<file path="src/rtl/wrr_arbiter.sv">
// N-requester weighted round-robin arbiter with registered one-hot grant,
// per-requester burst weights and an encoded grant index.
module wrr_arbiter #(
   parameter int N     = 4,
   parameter int CNT_W = 4,
   parameter int IDX_W = $clog2(N)
) (
   input  logic                 clk,
   input  logic                 rst_an,
   input  logic [N-1:0]         req,
   input  logic [N*CNT_W-1:0]   weight,
   output logic [N-1:0]         grant,
   output logic                 grant_valid,
   output logic [IDX_W-1:0]     grant_id
);

   logic [N-1:0]     grant_q, grant_d;
   logic             grant_valid_q, grant_valid_d;
   logic [IDX_W-1:0] grant_id_q, grant_id_d;
   logic [IDX_W-1:0] last_q, last_d;
   logic [CNT_W-1:0] credit_q, credit_d;

   logic [CNT_W-1:0] weight_arr [N];
   logic [IDX_W-1:0] cand;
   logic [IDX_W-1:0] winner;
   logic             found;
   logic             owner_req;
   logic             hold;
   logic [CNT_W-1:0] reload;

   for (genvar g = 0; g < N; g++) begin : g_weight
      assign weight_arr[g] = weight[g*CNT_W +: CNT_W];
   end

   // Circular priority search starting just past the last owner.
   always_comb begin
      // NOTE: every variable gets a default before any branch so no latch is inferred.
      found  = 1'b0;
      winner = last_q;
      cand   = '0;
      for (int i = 1; i <= N; i++) begin
         cand = IDX_W'((int'(last_q) + i) % N);
         if (!found && req[cand]) begin
            found  = 1'b1;
            winner = cand;
         end
      end
   end

   assign owner_req = |(grant_q & req);
   assign hold      = owner_req && (credit_q > CNT_W'(1));
   assign reload    = (weight_arr[winner] == '0) ? CNT_W'(1) : weight_arr[winner];

   always_comb begin
      grant_d       = grant_q;
      grant_valid_d = grant_valid_q;
      grant_id_d    = grant_id_q;
      last_d        = last_q;
      credit_d      = credit_q;
      if (hold) begin
         credit_d = credit_q - CNT_W'(1);
      end else if (found) begin
         grant_d         = '0;
         grant_d[winner] = 1'b1;
         grant_valid_d   = 1'b1;
         grant_id_d      = winner;
         last_d          = winner;
         credit_d        = reload;
      end else begin
         // Idle: pointer and index are kept so fairness resumes where it left off.
         grant_d       = '0;
         grant_valid_d = 1'b0;
      end
   end

   always_ff @(posedge clk or negedge rst_an) begin
      if (!rst_an) begin
         grant_q       <= '0;
         grant_valid_q <= 1'b0;
         grant_id_q    <= '0;
         last_q        <= IDX_W'(N - 1);
         credit_q      <= '0;
      end else begin
         // NOTE: sequential state uses non-blocking assignments so all flops update together.
         grant_q       <= grant_d;
         grant_valid_q <= grant_valid_d;
         grant_id_q    <= grant_id_d;
         last_q        <= last_d;
         credit_q      <= credit_d;
      end
   end

   assign grant       = grant_q;
   assign grant_valid = grant_valid_q;
   assign grant_id    = grant_id_q;

endmodule

</file>
<file path="config.mk">
export PLATFORM = sky130hd
export DESIGN_NAME = wrr_arbiter
export DESIGN_NICKNAME = d
export VERILOG_FILES = /design/src/rtl/wrr_arbiter.sv
export SDC_FILE = /design/constraint.sdc
export NUM_CORES = 1
export LEC_CHECK = 0
export ABC_AREA = 1
export ABC_CLOCK_PERIOD_IN_PS = 4300
export BUFFER_PORTS_ARGS = -buffer_cell sky130_fd_sc_hd__buf_4
export CORE_AREA = 2 2 63 65
export DETAILED_ROUTE_END_ITERATION = 10
export DIE_AREA = 0 0 65 67
export GPL_ROUTABILITY_DRIVEN = 0
export HOLD_SLACK_MARGIN = 0.02
export PLACE_DENSITY_LB_ADDON = 0.08
export SYNTH_ARGS = -nofsm -noshare
export SYNTH_HDL_FRONTEND = slang
export SYNTH_SLANG_ARGS = --single-unit
</file>
<file path="constraint.sdc">
create_clock -name clk -period 4.3 [get_ports clk]
set_input_delay 0.43 -clock clk [delete_from_list [all_inputs] [get_ports clk]]
set_output_delay 0.43 -clock clk [all_outputs]
set_load 0.02 [all_outputs]
</file>
### Word level (Yosys, flattened, before mapping)

Index checks and enable logic that the tools add are counted.

* add/sub/neg operators: 5
* $lt $le $gt $ge: 8
* muxes and demuxes: 26
* bitwise gates (word level): 3
* reduce and logical (&&, ||, !) cells: 12

Operator list (count)
* two-way mux 4 bit: 6
* less-than comparator 2 x 3 -> 1 bit (second input constant): 5
* two-way mux 1 bit: 10
* binary-select mux 1 bit (select 2 bit): 4
* binary-select mux 4 bit (select 2 bit): 1
* two-way mux 2 bit: 4
* logical AND 1 bit: 5
* adder 2 x 1 -> 2 bit (second input constant): 2
* adder 2 bit (second input constant): 2
* bitwise AND 4 bit: 1
* > comparator 4 x 1 -> 1 bit (second input constant): 1
* zero test 4 bit: 1
* OR reduction 4 bit: 1
* subtractor 4 x 1 -> 4 bit (second input constant): 1
* >= comparator 3 bit (second input constant): 1
* zero test 1 bit: 3
* inverter 2 -> 3 bit: 1
* demux 1 bit (select 2 bit): 1
* >= comparator 2 x 1 -> 1 bit (second input constant): 1
* AND reduction 2 bit: 1
* nonzero test 2 bit: 1
* inverter 1 bit: 1

* bits in registers: 13
* input port bits: 22
* output and inout bits: 7
* logic and storage cells: 59

### Longest topological paths before layout

* depth in word-level cells: 21
* depth in mapped cells: 18
* gate-level depth less buffers: 17

### Worst setup path after synthesis

OpenSTA, ideal clock, no wires.

* kind: reg-to-reg
* from: register last_q[0]
* to: register credit_q[0]
* library setup time: 0.119 ns
* arrival time: 1.666 ns
* required time: 4.181 ns
* slack: 2.515 ns
* cell stages (with the launch flop): 17
* buffers on the path: 1
* period minus slack after synthesis: 1.785 ns
* path through: dfstp_2 -> buf_6 -> inv_8 -> nand2_1 -> nand2_2 -> nand2_1 -> nand2_2 -> inv_4 -> nand4_1 -> nand2_4 -> inv_4 -> nand2_1 -> nand2_1 -> nand3_1 -> nand2_1 -> nand2_1 -> nand2_1

* word-level cells in the longest chain between the ends: 21
* elaborated cells on any way between the ends: 35
* those cells by class: add/sub (4); mux (22); bitwise (1); reduce/logical (8)

Ends and longest elaborated chain
* start: declaration: line 20 `logic [IDX_W-1:0] last_q, last_d;`
* start signal: assignment: line 81 `last_q <= IDX_W'(N - 1);`
* start signal: assignment: line 88 `last_q <= last_d;`
* adder 2 x 1 -> 2 bit: line 42 `cand = IDX_W'((int'(last_q) + i) % N);`
* binary-select mux 1 bit (select 2 bit): line 43 `if (!found && req[cand]) begin`
* two-way mux 1 bit (not written as such): line 43
* two-way mux 1 bit: line 43
* zero test 1 bit: line 43
* logical AND 1 bit: line 43
* two-way mux 1 bit: line 43
* zero test 1 bit: line 43
* [4 not listed]
* two-way mux 2 bit: line 43
* inverter 2 -> 3 bit (not written as such): line 52 `assign reload = (weight_arr[winner] == '0) ? CNT_W'(1) : weight_arr[winner];`
* binary-select mux 4 bit (select 2 bit): line 52
* two-way mux 4 bit (not written as such) (2 in series): line 52
* zero test 4 bit: line 52
* two-way mux 4 bit: line 52
* two-way mux 4 bit: line 62 `end else if (found) begin`
* two-way mux 4 bit: line 60 `if (hold) begin`
* end signal: assignment: line 89 `credit_q <= credit_d;`
* end: declaration: line 21 `logic [CNT_W-1:0] credit_q, credit_d;`

Several ways; a longest one is shown, not always the timed one. The select of a mux whose other input is x is not followed.
A chain may end at the register's enable or synchronous reset.

### Worst setup path in the final report

* from: register last_q[0]
* to: register credit_q[3]

The elaborated chain is that of the path after synthesis.

==> metrics.txt <==
Synth Cell Area=0.00107 mm²; hold_ws=between 0.02 and 0.025 ns; Post-DP HPWL=between 2 and 2.5 mm; Fillers=about 390; post-CTS setup buffer count=0; YS warnings=0; Die H=67 µm; ratio of final minimum period to clock period=around 50%; post-synthesis cell count=152; #FFs+latches synth=13; P_leak=0.000712 µW; final antenna-violating net count=0; maximum clock path buffer count=2; cell count after placement=about 230; Required @ worst endpoint=4.42 ns; Hold Crit Class=in2async; largest cells by area after synthesis=dfrtp_1 26%, nand2_1 17%, nand2_2 9.9%; Die X=~65 µm; min Tclk post-route=approximately 2.1 ns; vias in the first global route=1083; Rows=22; Rel. slew slack=between 80 and 90%; startpoint types=flop; H-tree depth=1; CORE AREA=0.00361 mm²; FFs w/ async S/R, synth=100%; Nets=208; Fmax=0.479 GHz; Synth top cells by count=50 x nand2_1, 20 x nand3_1, 17 x nand2_2, 11 x dfrtp_1, 9 x inv_1; status=finished clean; syn_nets=between 150 and 200; cts hold-fix bufs=0; CTS tree=built; Syn Area/Cell=7.06 µm²; Pre-antenna DRT Iters=4; Vias/cell=4.71; dominant cell type by area after synthesis=dfrtp_1; initial antenna violation count=0; pwr dens=between 900 and 1000 mW/mm²; Num CTS Buffers=3; Slew Limit Fails=0; final setup violation count=0; CTS resizes=0; via count=~1.1k; Residual DRC=0; top cell type's share of synthesized area=25.6%; Yosys cell types=25; die area=~0.0044 mm²; Max-Cap Viols=0; drt wl/cell=11.9 µm; Setup Skew=0.000837 ns; pin count of the biggest net entering global routing=14; Antenna diodes=0; crit end category=flop; Worst-Margin Slew=~0.3 ns; Top FF cell, synth=dfrtp_1; Worst-path clk slew=0.05 ns; WP data arrival=2.21 ns; crit-path max FO=10; Setup TNS=0 ns; clk_lat worst skew=0.24 ns; grt total ovfl=0; maximum VDD drop=approximately 0.00022 V; gr usage total=13.6%; first-pass GRT wire length=4.61 mm; CTS Sinks=13; I/O Buffers=28; Starting DRT DRC Count=46; unrepaired setup endpoints after global routing=no; I/O pin total=29; Post-Route WL=~2.7 mm; register area share after synthesis=30.5%; layout overhead on the synthesized area=28.3%; EDFF count, synth=0; most common cell in the synthesized netlist=nand2_1; critical path class=reg2reg; Root Buffer=clkbuf_8; Initial Utilization=29.8%; filler-free cell count of the finished design=231; share of cells above drive strength 1=36.1%; final hold viol count=0
-- metrics by stage --
step / setup slack, ns / util, % / total power, µW / area, µm²
2_1_floorplan: 2.52 / - / 1030 / 1070
3_3_place_gp: 2.25 / 37.0 / 1250 / 1330
3_5_place_dp: 2.21 / 37.0 / 1260 / 1330
4_1_cts: 2.20 / 38.2 / 1380 / 1380
5_1_grt: 2.06 / 38.2 / 1500 / 1380
6_report: 2.21 / 38.2 / 1360 / 1380
-- registers in the layout, indices dropped and copies added, names as in the netlist --
name         cells
credit_q         4
grant            4
grant_id         2
last_q           2
grant_valid      1
-- layout make-up --
class                   count  area, µm²  share of cell area (%)
multi-input cells         123        666                    48.3
flip-flops and latches     13        328                    23.8
repair buffers             28        210                    15.3
inverters                  15       68.8                    5.00
well taps                  48       60.1                    4.36
clock buffers               4       45.0                    3.27
-- routing by layer --
metal | global-route usage [%] | part of all wire (%) | wire [µm] | vias to the layer above
met1 | 16.2 | 45 | 1240 | 498
met4 | 3.46 | 0.36 | 10 | 0
met3 | 4.39 | 5.9 | 162 | 2
li1 | - | - | - | 560
met5 | 0 | 0 | 0 | -
met2 | 23.7 | 48 | 1330 | 28
-- critical path, stage by stage, from the launching register on --
cell and delay, ns:
dfstp_2 0.71, inv_8 0.09, nand2_2 0.07, nand2_2 0.07, nand2_1 0.08, nand2_2 0.07
inv_4 0.10, nand4_1 0.11, nor2_2 0.20, inv_2 0.08, nand2_4 0.10, inv_2 0.08
nand3_1 0.10, o211ai_1 0.09
-- kinds of logic after synthesis --
| family | after synthesis | share of synthesized area [%] |
|---|---|---|
| adder cells (fa/ha/maj) | 2 | 2.33 |
| AO/OA/AOI/OAI | 16 | 8.62 |
| AND/OR/NAND/NOR | 105 | 51.1 |
| buffers and inverters | 16 | 7.46 |
| flip-flops | 13 | 30.5 |
-- worst paths after layout --
kind,startpoint,endpoint,slack [ns],depth (start not counted)
min in group clk,grant_id[0],grant_id[0],0.51,2
min,rst_an,grant[2],0.02,1
max reg2reg,last_q[0],credit_q[3],2.21,13
max,last_q[0],credit_q[3],2.21,13
min reg2reg,grant_id[0],grant_id[0],0.51,2
max in group asynchronous,rst_an,last_q[0],4.04,1
-- layout by cell type, fill, tap and decap left out, types with 2 or more instances in the layout --
| cell | netlist | layout |
|---|---|---|
| nand2_1 | 50 | 50 |
| buf_4 | 0 | 28 |
| nand3_1 | 20 | 20 |
| nand2_2 | 17 | 17 |
| dfrtp_1 | 11 | 11 |
| inv_1 | 9 | 9 |
| nand2_4 | 7 | 7 |
| nor2_1 | 4 | 4 |
| o21ai_0 | 4 | 4 |
| o21ai_1 | 4 | 4 |
| inv_2 | 3 | 3 |
| nand4_1 | 3 | 3 |
| a21oi_1 | 3 | 3 |
| clkbuf_8 | 0 | 3 |
| inv_4 | 2 | 2 |
| o211ai_1 | 2 | 2 |
| ha_1 | 2 | 2 |
| dfstp_2 | 2 | 2 |
-- power by group --
| group | switching, µW | internal, µW | total, µW |
|---|---|---|---|
| registers | 64.7 | 197 | 262 |
| logic | 651 | 341 | 992 |
| clock network | 43.8 | 65.5 | 109 |
Power figures use the tool's default switching activity.
